`config.mk`:
```
export PLATFORM = sky130hd
export DESIGN_NAME = multicycle_ctrl
export DESIGN_NICKNAME = d
export VERILOG_FILES = /design/src/rtl/ctrl_pkg.sv /design/src/rtl/op_decode.sv /design/src/rtl/multicycle_ctrl.sv
export SDC_FILE = /design/constraint.sdc
export NUM_CORES = 1
export LEC_CHECK = 0
export CAP_MARGIN = 20
export CORE_UTILIZATION = 48
export DETAILED_ROUTE_END_ITERATION = 10
export PLACE_DENSITY = 0.81
export SYNTH_ARGS = -nofsm -noshare
export SYNTH_HDL_FRONTEND = slang
export SYNTH_SLANG_ARGS = --single-unit
```
`constraint.sdc`:
```
create_clock -name clk -period 3.1 [get_ports clk]
set_input_delay 0.62 -clock clk [delete_from_list [all_inputs] [get_ports clk]]
set_output_delay 0.62 -clock clk [all_outputs]
set_load 0.005 [all_outputs]
```
`src/rtl/ctrl_pkg.sv`:
```
// Shared definitions for the multicycle control unit: state encodings,
// opcode constants, instruction classes and ALU operation codes.
package ctrl_pkg;

    typedef enum logic [3:0] {
        FETCH    = 4'd0,
        DECODE   = 4'd1,
        EXEC_R   = 4'd2,
        EXEC_I   = 4'd3,
        WB_ALU   = 4'd4,
        MEM_ADDR = 4'd5,
        MEM_RD   = 4'd6,
        MEM_WB   = 4'd7,
        MEM_WR   = 4'd8,
        BRANCH   = 4'd9,
        JUMP     = 4'd10,
        TRAP     = 4'd15
    } state_t;

    typedef enum logic [3:0] {
        CLS_R, CLS_IALU, CLS_LUI, CLS_LW, CLS_SW, CLS_SWB,
        CLS_BEQ, CLS_BNE, CLS_J, CLS_ILLEGAL
    } op_class_t;

    localparam logic [5:0] OP_RTYPE   = 6'b000000;
    localparam logic [5:0] OP_IALU_LO = 6'b001000;
    localparam logic [5:0] OP_IALU_HI = 6'b001110;
    localparam logic [5:0] OP_LUI     = 6'b001111;
    localparam logic [5:0] OP_LW      = 6'b100011;
    localparam logic [5:0] OP_SW      = 6'b101011;
    localparam logic [5:0] OP_SWB     = 6'b101000;
    localparam logic [5:0] OP_BEQ     = 6'b000100;
    localparam logic [5:0] OP_BNE     = 6'b000101;
    localparam logic [5:0] OP_J       = 6'b000010;

    localparam logic [3:0] ALU_ADD   = 4'd0;
    localparam logic [3:0] ALU_SUB   = 4'd1;
    localparam logic [3:0] ALU_FUNCT = 4'd2;
    localparam logic [3:0] ALU_AND   = 4'd3;
    localparam logic [3:0] ALU_OR    = 4'd4;
    localparam logic [3:0] ALU_XOR   = 4'd5;
    localparam logic [3:0] ALU_SLT   = 4'd6;

    localparam logic [1:0] PC_SEQ    = 2'b00;
    localparam logic [1:0] PC_BRANCH = 2'b01;
    localparam logic [1:0] PC_JUMP   = 2'b10;

    localparam logic [1:0] SRCB_REG  = 2'b00;
    localparam logic [1:0] SRCB_FOUR = 2'b01;
    localparam logic [1:0] SRCB_IMM  = 2'b10;
    localparam logic [1:0] SRCB_BOFF = 2'b11;

    // Immediate ALU ops follow the MIPS low opcode bits: addi/addiu, slti/sltiu, andi, ori, xori.
    function automatic logic [3:0] imm_alu_op(input logic [2:0] f);
        case (f)
            3'b010, 3'b011: imm_alu_op = ALU_SLT;
            3'b100:         imm_alu_op = ALU_AND;
            3'b101:         imm_alu_op = ALU_OR;
            3'b110:         imm_alu_op = ALU_XOR;
            default:        imm_alu_op = ALU_ADD;
        endcase
    endfunction

endpackage

```
`src/rtl/op_decode.sv`:
```
// Combinational opcode-to-instruction-class decode.
module op_decode
    import ctrl_pkg::*;
(
    input  logic [5:0] op,
    output op_class_t  op_class
);

    always_comb begin
        op_class = CLS_ILLEGAL;
        if (op == OP_RTYPE)                           op_class = CLS_R;
        else if (op >= OP_IALU_LO && op <= OP_IALU_HI) op_class = CLS_IALU;
        else if (op == OP_LUI)                        op_class = CLS_LUI;
        else if (op == OP_LW)                         op_class = CLS_LW;
        else if (op == OP_SW)                         op_class = CLS_SW;
        else if (op == OP_SWB)                        op_class = CLS_SWB;
        else if (op == OP_BEQ)                        op_class = CLS_BEQ;
        else if (op == OP_BNE)                        op_class = CLS_BNE;
        else if (op == OP_J)                          op_class = CLS_J;
    end

endmodule

```
`src/rtl/multicycle_ctrl.sv`:
```
// Multicycle MIPS-style control FSM with a memory wait counter that traps
// when mem_ready does not arrive within MEM_TIMEOUT cycles.
module multicycle_ctrl
    import ctrl_pkg::*;
#(
    parameter int MEM_TIMEOUT = 15
) (
    input  logic       clk,
    input  logic       reset,
    input  logic [5:0] op,
    input  logic       zero,
    input  logic       mem_ready,
    output logic [3:0] state,
    output logic [3:0] next_state,
    output logic       PCWrite,
    output logic       Branch,
    output logic       BranchType,
    output logic       MemRead,
    output logic       MemWrite,
    output logic       IRWrite,
    output logic       MemtoReg,
    output logic       ALUSrcA,
    output logic       RegWrite,
    output logic       LUI,
    output logic       SWB,
    output logic       trap,
    output logic [1:0] PCSource,
    output logic [1:0] ALUSrcB,
    output logic [3:0] ALUOp
);

    localparam logic [7:0] WAIT_LAST = 8'(MEM_TIMEOUT - 1);

    state_t    state_r, state_n;
    op_class_t op_class;
    logic [7:0] wait_cnt;
    logic       waiting, timeout, is_lui, is_swb;

    op_decode u_op_decode (
        .op       (op),
        .op_class (op_class)
    );

    assign state      = state_r;
    assign next_state = state_n;
    assign waiting    = (state_r == FETCH) || (state_r == MEM_RD) || (state_r == MEM_WR);
    // This cycle is the MEM_TIMEOUT-th without mem_ready; only matters when mem_ready is low.
    assign timeout    = (wait_cnt == WAIT_LAST);
    assign is_lui     = (op_class == CLS_LUI);
    assign is_swb     = (op_class == CLS_SWB);

    always_ff @(posedge clk or negedge reset) begin
        if (!reset) state_r <= FETCH;
        else        state_r <= state_n;
    end

    always_ff @(posedge clk or negedge reset) begin
        if (!reset)                    wait_cnt <= '0;
        else if (state_n != state_r)   wait_cnt <= '0;
        else if (waiting && !mem_ready) wait_cnt <= wait_cnt + 8'd1;
    end

    always_comb begin
        state_n = state_r;
        case (state_r)
            FETCH:    if (mem_ready) state_n = DECODE;
                      else if (timeout) state_n = TRAP;
            DECODE: begin
                case (op_class)
                    CLS_R:                    state_n = EXEC_R;
                    CLS_IALU, CLS_LUI:        state_n = EXEC_I;
                    CLS_LW, CLS_SW, CLS_SWB:  state_n = MEM_ADDR;
                    CLS_BEQ, CLS_BNE:         state_n = BRANCH;
                    CLS_J:                    state_n = JUMP;
                    default:                  state_n = TRAP;
                endcase
            end
            EXEC_R, EXEC_I: state_n = WB_ALU;
            WB_ALU:         state_n = FETCH;
            MEM_ADDR:       state_n = (op_class == CLS_LW) ? MEM_RD : MEM_WR;
            MEM_RD:   if (mem_ready) state_n = MEM_WB;
                      else if (timeout) state_n = TRAP;
            MEM_WB:         state_n = FETCH;
            MEM_WR:   if (mem_ready) state_n = FETCH;
                      else if (timeout) state_n = TRAP;
            BRANCH, JUMP:   state_n = FETCH;
            TRAP:           state_n = TRAP;
            default:        state_n = TRAP;
        endcase
    end

    always_comb begin
        PCWrite    = 1'b0;
        Branch     = 1'b0;
        BranchType = 1'b0;
        MemRead    = 1'b0;
        MemWrite   = 1'b0;
        IRWrite    = 1'b0;
        MemtoReg   = 1'b0;
        ALUSrcA    = 1'b0;
        RegWrite   = 1'b0;
        LUI        = 1'b0;
        SWB        = 1'b0;
        trap       = 1'b0;
        PCSource   = PC_SEQ;
        ALUSrcB    = SRCB_REG;
        ALUOp      = ALU_ADD;
        case (state_r)
            FETCH: begin
                MemRead = 1'b1;
                ALUSrcB = SRCB_FOUR;
                IRWrite = mem_ready;
                PCWrite = mem_ready;
            end
            DECODE:   ALUSrcB = SRCB_BOFF;
            EXEC_R: begin
                ALUSrcA = 1'b1;
                ALUOp   = ALU_FUNCT;
            end
            EXEC_I: begin
                ALUSrcA = 1'b1;
                ALUSrcB = SRCB_IMM;
                ALUOp   = imm_alu_op(op[2:0]);
                LUI     = is_lui;
            end
            WB_ALU: begin
                RegWrite = 1'b1;
                LUI      = is_lui;
            end
            MEM_ADDR: begin
                ALUSrcA = 1'b1;
                ALUSrcB = SRCB_IMM;
            end
            MEM_RD:   MemRead = 1'b1;
            MEM_WB: begin
                RegWrite = 1'b1;
                MemtoReg = 1'b1;
            end
            MEM_WR: begin
                MemWrite = 1'b1;
                SWB      = is_swb;
            end
            BRANCH: begin
                ALUSrcA    = 1'b1;
                ALUOp      = ALU_SUB;
                Branch     = 1'b1;
                BranchType = op[0];
                PCSource   = PC_BRANCH;
                PCWrite    = zero ^ op[0];
            end
            JUMP: begin
                PCWrite  = 1'b1;
                PCSource = PC_JUMP;
            end
            TRAP:     trap = 1'b1;
            default: ;
        endcase
        // Strobes stay quiet for the whole time reset is held, not just at its edge.
        if (!reset) begin
            PCWrite  = 1'b0;
            IRWrite  = 1'b0;
            MemRead  = 1'b0;
            MemWrite = 1'b0;
            RegWrite = 1'b0;
            trap     = 1'b0;
        end
    end

endmodule

```
==> metrics.md <==
| Metric | Value |
|---|---|
| Actual transition at the worst max-transition pin | `roughly 0.5 ns` |
| Switching power summed over all nets | `86.6 µW` |
| Clock share of power | `0.296` |
| Count of pins over their slew limit | `0` |
| Leading area contributor after synthesis | `sky130_fd_sc_hd__dfrtp_1` |
| Starting utilization of the core area | `0.518` |
| Unrepaired setup endpoints after global routing | `yes` |
| Die outline width | `54.4 µm` |
| Number of setup violations in the final report | `0` |
| Outcome | `finished clean` |
| Share of final-layout standard cells stronger than drive strength 1 | `0.230` |
| HP Class | `register to register` |
| Remaining global-route overflow | `0` |
| Nature of the critical path endpoint | `primary output` |
| Power density cells | `between 150 and 200 nW/µm²` |
| Count of maximum capacitance violations | `0` |
| Post-route setup slack | `0.0177 ns` |
| Htree depth | `1` |
| Top-Level Pins | `38` |
| Worst slack at placement | `-0.468 ns` |
| Hold buffers post-CTS | `0` |
| Synth Warn # | `0` |
| Global-route total usage across every layer | `0.318` |
| Fraction of registers with async set/reset | `1.00` |
| Most common cell type on the critical path | `sky130_fd_sc_hd__buf_4` |
| Mapped cell area | `between 1000 and 1500 µm²` |
| Post-route DRC violation count | `0` |
| Avg Synthesized Cell Area | `7.41 µm²` |
| Buffers & Inverters on Critical Path | `5` |
| Source of the worst hold timing path | `wait_cnt[3]$_DFFE_PN0P_` |
| Critical Path Max Stage Delay | `0.53 ns` |
| Worst hold margin | `~0.55 ns` |
| Area of the multi-input gates | `between 900 and 1000 µm²` |
| Achievable clock frequency | `~0.32 GHz` |
| Proportion of total power due to net switching | `0.265` |
| Number of antenna violations at the first check in global routing | `0` |
| Number of detailed-route iterations in the first pass | `6` |
| Count of vias placed by the detailed router | `1646` |
| Worst EP arrival | `2.46 ns` |
| Max FO, Critical Path | `4` |
| HPWL after detailed placement | `approximately 3.2 mm` |
| Overall die height | `~54 µm` |
| Sequential cell area | `~300 µm²` |
| Clock latency at the later pin of the worst-skew pair | `roughly 0.28 ns` |
| Clock sinks | `12` |
| Terminus of the critical flop-to-flop path | `wait_cnt[2]$_DFFE_PN0P_` |
| Share of power burned in registers | `0.480` |
| Clk buf depth | `2` |
| Dominant register cell in the synthesized netlist | `sky130_fd_sc_hd__dfrtp_1` |
| Antenna Diode Count | `0` |
| Peak VDD IR | `0.246 mV` |
| Final antenna-violating net count | `0` |
| Drt via density | `approximately 6` |
| Drt total wl | `roughly 4.4 mm` |
| Placeable Area | `2540 µm²` |
| Pleak | `around 0.89 nW` |
| Initial detailed-routing violation count | `56` |
| Proportion of power drawn by combinational gates | `0.224` |
| Crit-path leading delay family | `buffers and inverters` |
| Crit path max-delay cell type | `sky130_fd_sc_hd__or4_1` |
| Routability congestion estimate | `a little over 0.9` |
| Synthesis-stage register bit count | `12` |
| IO Port Bufs | `36` |
| Floorplan die area | `roughly 3000 µm²` |
| Largest cells by area after synthesis | `sky130_fd_sc_hd__dfrtp_1, sky130_fd_sc_hd__nor2_1, sky130_fd_sc_hd__xor2_1` |
| Worst rel slew slack | `0.665` |
| Final Skew | `~0.0011 ns` |
| Startpoint class of the critical path | `primary input` |
| Clock transition at path regs | `about 0.070 ns` |
| Crit path time final | `~3.1 ns` |
| Average wire length per cell after detail routing | `approximately 16 µm` |
| Reg-to-reg startpoint | `state[3]$_DFF_PN0_` |
| Number of cells in the finished layout apart from fillers | `273` |
| Worst Hold Depth | `2` |
| Cell at the root of the clock tree | `sky130_fd_sc_hd__clkbuf_4` |
| Total nets after synthesis | `190` |
| Endpoint required time on the critical path | `approximately 2.5 ns` |
| Register-to-Register Setup Slack | `between 0.7 and 0.8 ns` |
| Final hold vios | `0` |
| Share of the clock period used by the worst path | `0.994` |
| Number of nets in the finished design | `between 200 and 300` |
| Area fraction of the dominant cell type after synthesis | `0.228` |
| P_int | `approximately 240 µW` |
| First-pass GRT wire length | `~6.7 mm` |
| Placement Rows | `18` |
| Via count of the first global-routing pass | `around 1400` |
| Cell Count Post-Placement | `261` |
| Filler cell count | `about 190` |
| Sequential-to-total area share from yosys stat | `0.228` |
| List of cells traversed by the critical path | `dlygate4sd2_1, or4_1, o211ai_1, buf_4, buf_4, buf_4, nand2_1, a31oi_1, nand2_1, dlygate4sd2_1` |
| Number of CTS-inserted buffers | `3` |
| Reg2Reg Depth | `9` |
| Maximum number of pins on one net before global-route repair | `19` |
| Library cells used by synthesis | `52` |
| EDFF count, synth | `0` |
| Destination of the worst hold path | `wait_cnt[3]$_DFFE_PN0P_` |
| TritonCTS clock tree | `done` |
| Kind of critical path | `primary input to primary output` |
| Cells after synthesis | `between 150 and 200` |
| Area delta synth->final | `52.4%` |
==> cell type report <==
| class | count | area share |
|---|---|---|
| inverters | 5 | 0.00934 |
| repair buffers | 76 | 0.328 |
| multi-input cells | 147 | 0.483 |
| flip-flops and latches | 12 | 0.149 |
| well taps | 30 | 0.0187 |
| clock buffers | 3 | 0.0112 |
==> worst max path at each step <==
stage	cells past startpoint	endpoint	from
after floorplan	5	next_state[2]	op[1]
after global placement	6	next_state[2]	op[1]
after detailed placement	6	next_state[2]	op[2]
after CTS	6	next_state[2]	op[3]
after global routing	9	next_state[3]	op[5]
final	10	next_state[3]	op[2]
==> power by group through the flow <==
stage | Combinational, mW | Sequential [mW] | Clock, mW
2_1_floorplan | 0.0245 | 0.160 | 0
3_3_place_gp | 0.0575 | 0.159 | 0
3_5_place_dp | 0.0602 | 0.159 | 0
4_1_cts | 0.0699 | 0.156 | 0.0992
5_1_grt | 0.0786 | 0.156 | 0.104
6_report | 0.0731 | 0.156 | 0.0966
==> registers in the layout, indices dropped and copies added, names as in the netlist <==
name	flops
wait_cnt	8
state	4
==> synthesized netlist by cell type (all sizes together) (2+ instances only) <==
cell type	instances
a211oi	4
a21oi	6
a31oi	3
a32oi	2
and2	4
and3	6
buf	8
clkbuf	6
dfrtp	12
ha	2
inv	5
nand2	17
nand2b	4
nand3	10
nor2	20
nor2b	4
nor3	8
nor4	2
nor4b	2
o211ai	2
o21ai	11
o31ai	2
o41ai	2
or3	2
or4	3
xnor2	3
xor2	8
==> worst min-delay path, stage by stage (launching register included) <==
cell and delay [ns]:
sky130_fd_sc_hd__dfrtp_1 0.35, sky130_fd_sc_hd__xor2_1 0.07, sky130_fd_sc_hd__nor2_1 0.08
==> stage by stage <==
stage	TNS, ns	instance area [µm²]	power, mW	util
floorplan	0	1320	0.184	-
global placement	-0.866	1870	0.217	0.736
detailed placement	-1.25	1870	0.220	0.736
CTS	-0.0440	1980	0.325	0.779
global route	-0.0612	2010	0.339	0.790
finish	0	2010	0.326	0.790
==> layer usage <==
metal  routed length, µm  track usage  up-vias
met5                   0            0        -
met4                  52       0.0641        0
met3                 278       0.0639       10
met2                2260        0.537       89
met1                1830        0.416      769
li1                    -            -      778
==> cells by family after synthesis <==
group | Yosys count | synth area share
and+or+nand+nor | 92 | 0.376
AOI/OAI and AO/OA | 40 | 0.223
adders and majority gates | 2 | 0.0190
other | 1 | 0.00284
buffers and inverters | 19 | 0.0711
DFF | 12 | 0.228
muxes | 1 | 0.00759
xor gates and xnor gates | 11 | 0.0731
==> repair_timing <==
action                     4_1_cts  5_1_grt
resized for setup               16        7
setup buffers                    7        2
pin swaps                        5        2
setup endpoints to repair        6        5
==> cell usage in the layout (no fill, tap or decap), types with 2 or more instances in the layout <==
cell type and n:
sky130_fd_sc_hd__a211oi_1 2, sky130_fd_sc_hd__a211oi_2 2, sky130_fd_sc_hd__a21oi_1 6, sky130_fd_sc_hd__a31oi_1 3, sky130_fd_sc_hd__a32oi_1 2, sky130_fd_sc_hd__and2_1 4, sky130_fd_sc_hd__and3_1 6, sky130_fd_sc_hd__buf_4 38
sky130_fd_sc_hd__buf_6 2, sky130_fd_sc_hd__clkbuf_4 3, sky130_fd_sc_hd__clkdlybuf4s15_1 2, sky130_fd_sc_hd__clkdlybuf4s50_1 27, sky130_fd_sc_hd__dfrtp_1 12, sky130_fd_sc_hd__dlygate4sd2_1 5, sky130_fd_sc_hd__ha_1 2, sky130_fd_sc_hd__inv_1 5
sky130_fd_sc_hd__nand2_1 17, sky130_fd_sc_hd__nand2b_1 4, sky130_fd_sc_hd__nand3_1 10, sky130_fd_sc_hd__nor2_1 20, sky130_fd_sc_hd__nor2b_1 4, sky130_fd_sc_hd__nor3_1 7, sky130_fd_sc_hd__nor4b_1 2, sky130_fd_sc_hd__o211ai_1 2
sky130_fd_sc_hd__o21ai_0 10, sky130_fd_sc_hd__or3_1 2, sky130_fd_sc_hd__or4_1 2, sky130_fd_sc_hd__xnor2_1 3, sky130_fd_sc_hd__xor2_1 8
No activity file was read; power rests on OpenSTA's default activity.
